**config.mk**
```make
export PLATFORM = sky130hd
export DESIGN_NAME = processing_cell_fifo
export DESIGN_NICKNAME = d
export VERILOG_FILES = /design/src/rtl/processing_cell_fifo.sv
export SDC_FILE = /design/constraint.sdc
export NUM_CORES = 2
export LEC_CHECK = 0
export ABC_AREA = 1
export CAP_MARGIN = 15
export CORE_ASPECT_RATIO = 0.9
export CORE_MARGIN = 4
export CORE_UTILIZATION = 55
export DETAILED_ROUTE_END_ITERATION = 16
export PLACE_DENSITY_LB_ADDON = 0.1
export SYNTH_ARGS = -nofsm -noshare
export SYNTH_HDL_FRONTEND = slang
export SYNTH_SLANG_ARGS = --single-unit
```
**constraint.sdc**
```tcl
create_clock -name clk -period 14.03 [get_ports clk]
set_input_delay 2.806 -clock clk [delete_from_list [all_inputs] [get_ports clk]]
set_output_delay 2.806 -clock clk [all_outputs]
set_load 0.05 [all_outputs]
```
**src/rtl/processing_cell_fifo.sv**
```systemverilog
// processing_cell_fifo: CGRA processing cell. Two operands are picked from
// neighbour ports or a constant and queued in per-operand FIFOs. An ALU
// (optionally accumulating) produces one token per fire, and an eager fork
// delivers it to every destination in fork_mask.

module processing_cell_fifo #(
  parameter int DATA_WIDTH = 32,
  parameter int NUM_PORTS  = 4,
  parameter int FIFO_DEPTH = 2,
  parameter int SEL_W      = $clog2(NUM_PORTS + 1)
) (
  input  logic                            clk,
  input  logic                            rst,
  input  logic                            clr,
  input  logic [NUM_PORTS*DATA_WIDTH-1:0] din,
  input  logic [NUM_PORTS-1:0]            din_v,
  output logic [NUM_PORTS-1:0]            din_r,
  output logic [DATA_WIDTH-1:0]           dout,
  output logic [NUM_PORTS-1:0]            dout_v,
  input  logic [NUM_PORTS-1:0]            dout_r,
  input  logic [SEL_W-1:0]                sel_1,
  input  logic [SEL_W-1:0]                sel_2,
  input  logic [2:0]                      op,
  input  logic                            acc_mode,
  input  logic [15:0]                     iterations,
  input  logic [DATA_WIDTH-1:0]           const_val,
  input  logic [NUM_PORTS-1:0]            fork_mask
);

  localparam int PTR_W = $clog2(FIFO_DEPTH);
  localparam int CNT_W = PTR_W + 1;
  localparam int SH_W  = $clog2(DATA_WIDTH);
  localparam logic [CNT_W-1:0] DEPTH_C   = CNT_W'(FIFO_DEPTH);
  localparam logic [SEL_W-1:0] SEL_CONST = SEL_W'(NUM_PORTS);

  // operand FIFO state
  logic [DATA_WIDTH-1:0] mem1_q [FIFO_DEPTH];
  logic [DATA_WIDTH-1:0] mem1_d [FIFO_DEPTH];
  logic [DATA_WIDTH-1:0] mem2_q [FIFO_DEPTH];
  logic [DATA_WIDTH-1:0] mem2_d [FIFO_DEPTH];
  logic [PTR_W-1:0]      wptr1_q, wptr1_d, rptr1_q, rptr1_d;
  logic [PTR_W-1:0]      wptr2_q, wptr2_d, rptr2_q, rptr2_d;
  logic [CNT_W-1:0]      cnt1_q, cnt1_d, cnt2_q, cnt2_d;

  // output register / fork state
  logic                  ofull_q, ofull_d;
  logic [DATA_WIDTH-1:0] dout_q, dout_d;
  logic [NUM_PORTS-1:0]  sent_q, sent_d;
  logic [NUM_PORTS-1:0]  dout_v_q, dout_v_d;
  logic [NUM_PORTS-1:0]  din_r_q, din_r_d;

  // accumulator state
  logic [DATA_WIDTH-1:0] acc_q, acc_d;
  logic [15:0]           acc_cnt_q, acc_cnt_d;

  // combinational helpers
  logic [NUM_PORTS-1:0]  sel1_hit_s, sel2_hit_s, din_r_rst_s;
  logic                  sel1_const_s, sel2_const_s;
  logic                  src1_v_s, src2_v_s;
  logic [DATA_WIDTH-1:0] src1_data_s, src2_data_s;
  logic                  full1_s, full2_s, empty1_s, empty2_s;
  logic                  full1_n_s, full2_n_s;
  logic                  push1_s, push2_s, pop1_s, pop2_s;
  logic [NUM_PORTS-1:0]  accepted_s;
  logic                  retire_s, fire_s;
  logic [DATA_WIDTH-1:0] a_s, b_s, res_s;
  logic [15:0]           acc_cnt_inc_s;

  // Decode operand selects; operand 2 is unused in accumulate mode.
  always_comb begin
    for (int i = 0; i < NUM_PORTS; i++) begin
      sel1_hit_s[i] = (sel_1 == SEL_W'(i));
      sel2_hit_s[i] = (sel_2 == SEL_W'(i)) & ~acc_mode;
    end
    sel1_const_s = (sel_1 == SEL_CONST);
    sel2_const_s = (sel_2 == SEL_CONST) & ~acc_mode;
    din_r_rst_s  = sel1_hit_s | sel2_hit_s;
  end

  // Operand source mux (one-hot AND-OR); a port beat counts only when the port is ready.
  always_comb begin
    src1_data_s = const_val & {DATA_WIDTH{sel1_const_s}};
    src2_data_s = const_val & {DATA_WIDTH{sel2_const_s}};
    for (int i = 0; i < NUM_PORTS; i++) begin
      src1_data_s = src1_data_s | (din[i*DATA_WIDTH +: DATA_WIDTH] & {DATA_WIDTH{sel1_hit_s[i]}});
      src2_data_s = src2_data_s | (din[i*DATA_WIDTH +: DATA_WIDTH] & {DATA_WIDTH{sel2_hit_s[i]}});
    end
    src1_v_s = (|(sel1_hit_s & din_v & din_r_q)) | sel1_const_s;
    src2_v_s = (|(sel2_hit_s & din_v & din_r_q)) | sel2_const_s;
  end

  // FIFO status and handshake / fire decision.
  always_comb begin
    full1_s    = (cnt1_q == DEPTH_C);
    full2_s    = (cnt2_q == DEPTH_C);
    empty1_s   = (cnt1_q == {CNT_W{1'b0}});
    empty2_s   = (cnt2_q == {CNT_W{1'b0}});
    push1_s    = src1_v_s & ~full1_s;
    push2_s    = src2_v_s & ~full2_s & ~acc_mode;
    accepted_s = dout_v_q & dout_r;
    retire_s   = ofull_q & (((sent_q | accepted_s) & fork_mask) == fork_mask);
    fire_s     = ~empty1_s & (acc_mode | ~empty2_s) & (~ofull_q | retire_s);
    pop1_s     = fire_s;
    pop2_s     = fire_s & ~acc_mode;
  end

  // ALU on the FIFO heads; operand B is the accumulator in accumulate mode.
  always_comb begin
    a_s = mem1_q[rptr1_q];
    b_s = acc_mode ? acc_q : mem2_q[rptr2_q];
    case (op)
      3'd0:    res_s = a_s + b_s;
      3'd1:    res_s = a_s - b_s;
      3'd2:    res_s = a_s * b_s;
      3'd3:    res_s = a_s & b_s;
      3'd4:    res_s = a_s | b_s;
      3'd5:    res_s = a_s ^ b_s;
      3'd6:    res_s = a_s << b_s[SH_W-1:0];
      3'd7:    res_s = $unsigned($signed(a_s) >>> b_s[SH_W-1:0]);
      default: res_s = {DATA_WIDTH{1'b0}};
    endcase
  end

  // FIFO next state; full ignores a same-cycle pop.
  always_comb begin
    mem1_d = mem1_q;
    mem2_d = mem2_q;
    if (push1_s) begin
      mem1_d[wptr1_q] = src1_data_s;
    end else begin
      mem1_d[wptr1_q] = mem1_q[wptr1_q];
    end
    if (push2_s) begin
      mem2_d[wptr2_q] = src2_data_s;
    end else begin
      mem2_d[wptr2_q] = mem2_q[wptr2_q];
    end
    wptr1_d = wptr1_q + PTR_W'(push1_s);
    rptr1_d = rptr1_q + PTR_W'(pop1_s);
    cnt1_d  = cnt1_q + CNT_W'(push1_s) - CNT_W'(pop1_s);
    wptr2_d = wptr2_q + PTR_W'(push2_s);
    rptr2_d = rptr2_q + PTR_W'(pop2_s);
    cnt2_d  = cnt2_q + CNT_W'(push2_s) - CNT_W'(pop2_s);
  end

  // Next-cycle input ready: a port is ready when every FIFO it feeds has room.
  always_comb begin
    full1_n_s = (cnt1_d == DEPTH_C);
    full2_n_s = (cnt2_d == DEPTH_C);
    for (int i = 0; i < NUM_PORTS; i++) begin
      din_r_d[i] = (sel1_hit_s[i] | sel2_hit_s[i])
                 & ~(sel1_hit_s[i] & full1_n_s)
                 & ~(sel2_hit_s[i] & full2_n_s);
    end
  end

  // Accumulator: take the result each accumulate fire, reload every `iterations` fires.
  always_comb begin
    acc_cnt_inc_s = acc_cnt_q + 16'd1;
    if (fire_s & acc_mode) begin
      if ((iterations != 16'd0) && (acc_cnt_inc_s == iterations)) begin
        acc_d     = const_val;
        acc_cnt_d = 16'd0;
      end else begin
        acc_d     = res_s;
        acc_cnt_d = acc_cnt_inc_s;
      end
    end else begin
      acc_d     = acc_q;
      acc_cnt_d = acc_cnt_q;
    end
  end

  // Eager fork: load on fire, track per-destination delivery, retire when all masked sent.
  always_comb begin
    if (fire_s & (|fork_mask)) begin
      ofull_d = 1'b1;
      dout_d  = res_s;
      sent_d  = {NUM_PORTS{1'b0}};
    end else if (retire_s) begin
      ofull_d = 1'b0;
      dout_d  = dout_q;
      sent_d  = {NUM_PORTS{1'b0}};
    end else begin
      ofull_d = ofull_q;
      dout_d  = dout_q;
      sent_d  = sent_q | accepted_s;
    end
    dout_v_d = {NUM_PORTS{ofull_d}} & fork_mask & ~sent_d;
  end

  // Control state registers with synchronous reset / flush.
  always_ff @(posedge clk) begin
    if (rst || clr) begin
      wptr1_q   <= {PTR_W{1'b0}};
      rptr1_q   <= {PTR_W{1'b0}};
      cnt1_q    <= {CNT_W{1'b0}};
      wptr2_q   <= {PTR_W{1'b0}};
      rptr2_q   <= {PTR_W{1'b0}};
      cnt2_q    <= {CNT_W{1'b0}};
      ofull_q   <= 1'b0;
      dout_q    <= {DATA_WIDTH{1'b0}};
      sent_q    <= {NUM_PORTS{1'b0}};
      dout_v_q  <= {NUM_PORTS{1'b0}};
      din_r_q   <= din_r_rst_s;
      acc_q     <= const_val;
      acc_cnt_q <= 16'd0;
    end else begin
      wptr1_q   <= wptr1_d;
      rptr1_q   <= rptr1_d;
      cnt1_q    <= cnt1_d;
      wptr2_q   <= wptr2_d;
      rptr2_q   <= rptr2_d;
      cnt2_q    <= cnt2_d;
      ofull_q   <= ofull_d;
      dout_q    <= dout_d;
      sent_q    <= sent_d;
      dout_v_q  <= dout_v_d;
      din_r_q   <= din_r_d;
      acc_q     <= acc_d;
      acc_cnt_q <= acc_cnt_d;
    end
  end

  // FIFO storage; contents are don't-care while the occupancy count is zero.
  always_ff @(posedge clk) begin
    mem1_q <= mem1_d;
    mem2_q <= mem2_d;
  end

  assign din_r  = din_r_q;
  assign dout   = dout_q;
  assign dout_v = dout_v_q;

endmodule

```
==> impl_results.md <==
- Sink Count: 229
- Slew Viols, Final: 0
- Worst-path fanout max: 29
- Highest Clock Rate: approximately 0.084 GHz
- Fillers: 6152
- Grt total ovfl: 0
- Syn nets: 5988
- Setup crit end kind: flop
- DRT iter0 DRCs: 5394
- Initial antenna violation count: 14
- Leading register cell type out of synthesis: edfxtp_1
- Cell at the root of the clock tree: clkbuf_16
- Outcome: completed
- Die height: between 200 and 300 µm
- WS Path Type: primary input to flop
- Seq/Total Area, Yosys: 16.8%
- Synth top area share: approximately 22%
- Worst-path clk slew: 0.06 ns
- Wire length per cell: 26.6 µm
- Tightest Pin Transition: 1.40 ns
- Cell taking the most area after synthesis: fa_1
- First-pass GRT wire length: 239 mm
- Hold WC Path Type: flop to flop
- Largest net degree at the start of global routing: 72
- Port-buffer cells: 240
- Post-CTS setup buffer count: 0
- Avg Cell Area, Syn: around 7.1 µm²
- Critical path's slowest cell: nand2_1
- Io pins: 241
- Max Used Layer: met5
- TritonCTS clock tree: yes
- Metal2 WL: about 64 mm
- M1 wire length: 62.6 mm
- DRC Markers: 0
- Worst setup margin: 2.11 ns
- Most used cell, CP: fa_1
- Mapped Area: 36800 µm²
- Setup crit start kind: primary input
- Die ar.: 71200 µm²
- Routed WL: 164 mm
- Synthesis-to-finish area growth: 11.0%
- Ranking of synthesized cells by area: fa_1 (22%), edfxtp_1 (13%), nand2_1 (12%)
- Fin crit period: about 12 ns
- CTS Hold Bufs: 0
- Post-route ant nets: 0
- Critical Path RT: around 14 ns
- GRT Overall Usage: approximately 45%
- Clock Path Buffers: 3
- Max_cap viols: 0
- Final worst path period share: 85.0%
- Initial core utilization: 55.8%
- Hold Violations, Final: 0
- Drt pass-1 iters: 7
- Yosys warnings: 0
- Cell row count: 89
- Number of synthesized flops with an enable pin: 160
- Largest stage delay, worst path: 0.61 ns
- Final Core Density: 62.0%
- # setup viols final: 0
- Ys async rst share: 0%
- RSZ-0062 raised after global routing: false
- DP HPWL: 128 mm
- Slew margin rel.: under 10%
- Post-Place Cells: 6105
- Share of cells above drive strength 1: between 5 and 6%
- Gpl congestion: 1.06
- Die extent in x: ~280 µm
- Fin cells: between 6000 and 7000
- H-Tree Depth: 1
- Met3 WL: 26.1 mm
- Setup TNS: 0 ns
- Cts repair resizes: 0
- Synth cell types: just under 70
- Place WS: between 1.5 and 2 ns
- Syn Inst Count: 5160
- CTS Buf Count: 26
- Nets: between 6000 and 7000
- Skew final: 0.0318 ns
- Worst Path Arrival: 12.26 ns
- Via count: roughly 38000
- Mean number of vias per cell: approximately 6.2
- Worst-skew pair later-pin latency: roughly 0.6 ns
- Vias in the first global route: 36600
- Yosys reg bits: 229
- CORE AREA: 65900 µm²
-- final cells by class --
cell class              instances  area (µm²)  share of cell area (%)
clock buffers                  34         753                    1.84
well taps                     864        1080                    2.65
multi-input cells            3839       26400                    64.6
inverters                     841        3170                    7.75
flip-flops and latches        229        6190                    15.2
clock inverters                14         164                   0.401
repair buffers                332        3090                    7.57
diodes                          3        7.51                  0.0184
-- layout by cell type (no fill, tap or decap), types with 17 or more instances in the layout --
cell type / instances
nand2_1: 1176
inv_1: 795
nor2_1: 536
fa_1: 409
o21ai_0: 337
nand3_1: 274
clkdlybuf4s50_1: 240
a21oi_1: 233
ha_1: 218
edfxtp_1: 160
o22ai_1: 100
buf_4: 92
dfxtp_1: 67
o21ai_1: 60
xor2_1: 53
nand4_1: 42
nand2_2: 35
inv_2: 32
clkbuf_16: 28
nor3_1: 27
a221oi_1: 23
o211ai_1: 22
xnor2_1: 18
nand3_2: 17
a31oi_1: 17
-- per-stage QoR --
stage	area (µm²)	hold slack (ns)
3_5_place_dp	39900	0.500
5_1_grt	40900	0.544
2_1_floorplan	36800	0.473
4_1_cts	40900	0.511
6_report	40900	0.509
3_3_place_gp	39900	0.491
-- cells in the mapped netlist (all sizes together) (2+ instances only) --
| master | n |
|---|---|
| o221a | 2 |
| o22ai | 100 |
| o21a | 15 |
| fa | 409 |
| o211ai | 22 |
| o2111ai | 11 |
| nor4 | 13 |
| o221ai | 10 |
| or2 | 42 |
| dfxtp | 69 |
| nor3 | 38 |
| a221oi | 24 |
| mux2i | 6 |
| a221o | 11 |
| buf | 87 |
| xnor2 | 18 |
| nand4 | 46 |
| nand2 | 1222 |
| o21bai | 9 |
| ha | 218 |
| a22oi | 6 |
| a31oi | 17 |
| a21oi | 237 |
| a21o | 8 |
| clkinv | 9 |
| nand3b | 9 |
| edfxtp | 160 |
| o21ai | 410 |
| and3 | 2 |
| nand3 | 291 |
| inv | 832 |
| o31ai | 16 |
| clkbuf | 164 |
| xor2 | 53 |
| a21boi | 2 |
| nor2 | 550 |
| a211oi | 13 |
-- sequential cells by signal, indices dropped and copies added, names as in the netlist, 4 cells and up --
name,count
mem2_q,64
din_r,4
acc_cnt_q,16
dout,32
sent_q,4
acc_q,32
mem1_q,64
dout_v,4
-- routing by layer --
layer | global-route usage [%] | vias up
li1 | - | 16800
met1 | 61.9 | 18200
met2 | 63.0 | 2785
met3 | 17.1 | 617
met4 | 22.8 | 22
met5 | 1.35 | -
-- critical path, delay by kind of cell --
kind                     cells  cell delay [ns]
AO/OA/AOI/OAI                1             0.36
XOR/XNOR                     1             0.16
adder cells (fa/ha/maj)     10             4.39
AND/OR/NAND/NOR             11             2.50
buffers and inverters        8             2.01
-- final timing paths --
path | to | cells past startpoint | from | slack, ns
min reg2reg | acc_cnt_q[14] | 2 | acc_cnt_q[14] | 0.51
min | acc_cnt_q[14] | 2 | acc_cnt_q[14] | 0.51
max reg2reg | dout[19] | 30 | rptr1_q | 3.94
max | acc_q[26] | 31 | acc_mode | 2.11
-- kinds of logic after synthesis --
logic type | count (synthesis) | share of synthesized area (%)
AND/OR/NAND/NOR | 2215 | 25.6
multiplexers | 6 | 0.163
flip-flops | 229 | 16.8
adder cells (fa/ha/maj) | 627 | 29.6
AO/OA/AOI/OAI | 920 | 14.4
buffers and inverters | 1092 | 11.7
XOR/XNOR | 71 | 1.69
Power is not shown: default switching activity piles up to over one toggle a cycle in this logic, so the estimate is an artifact.
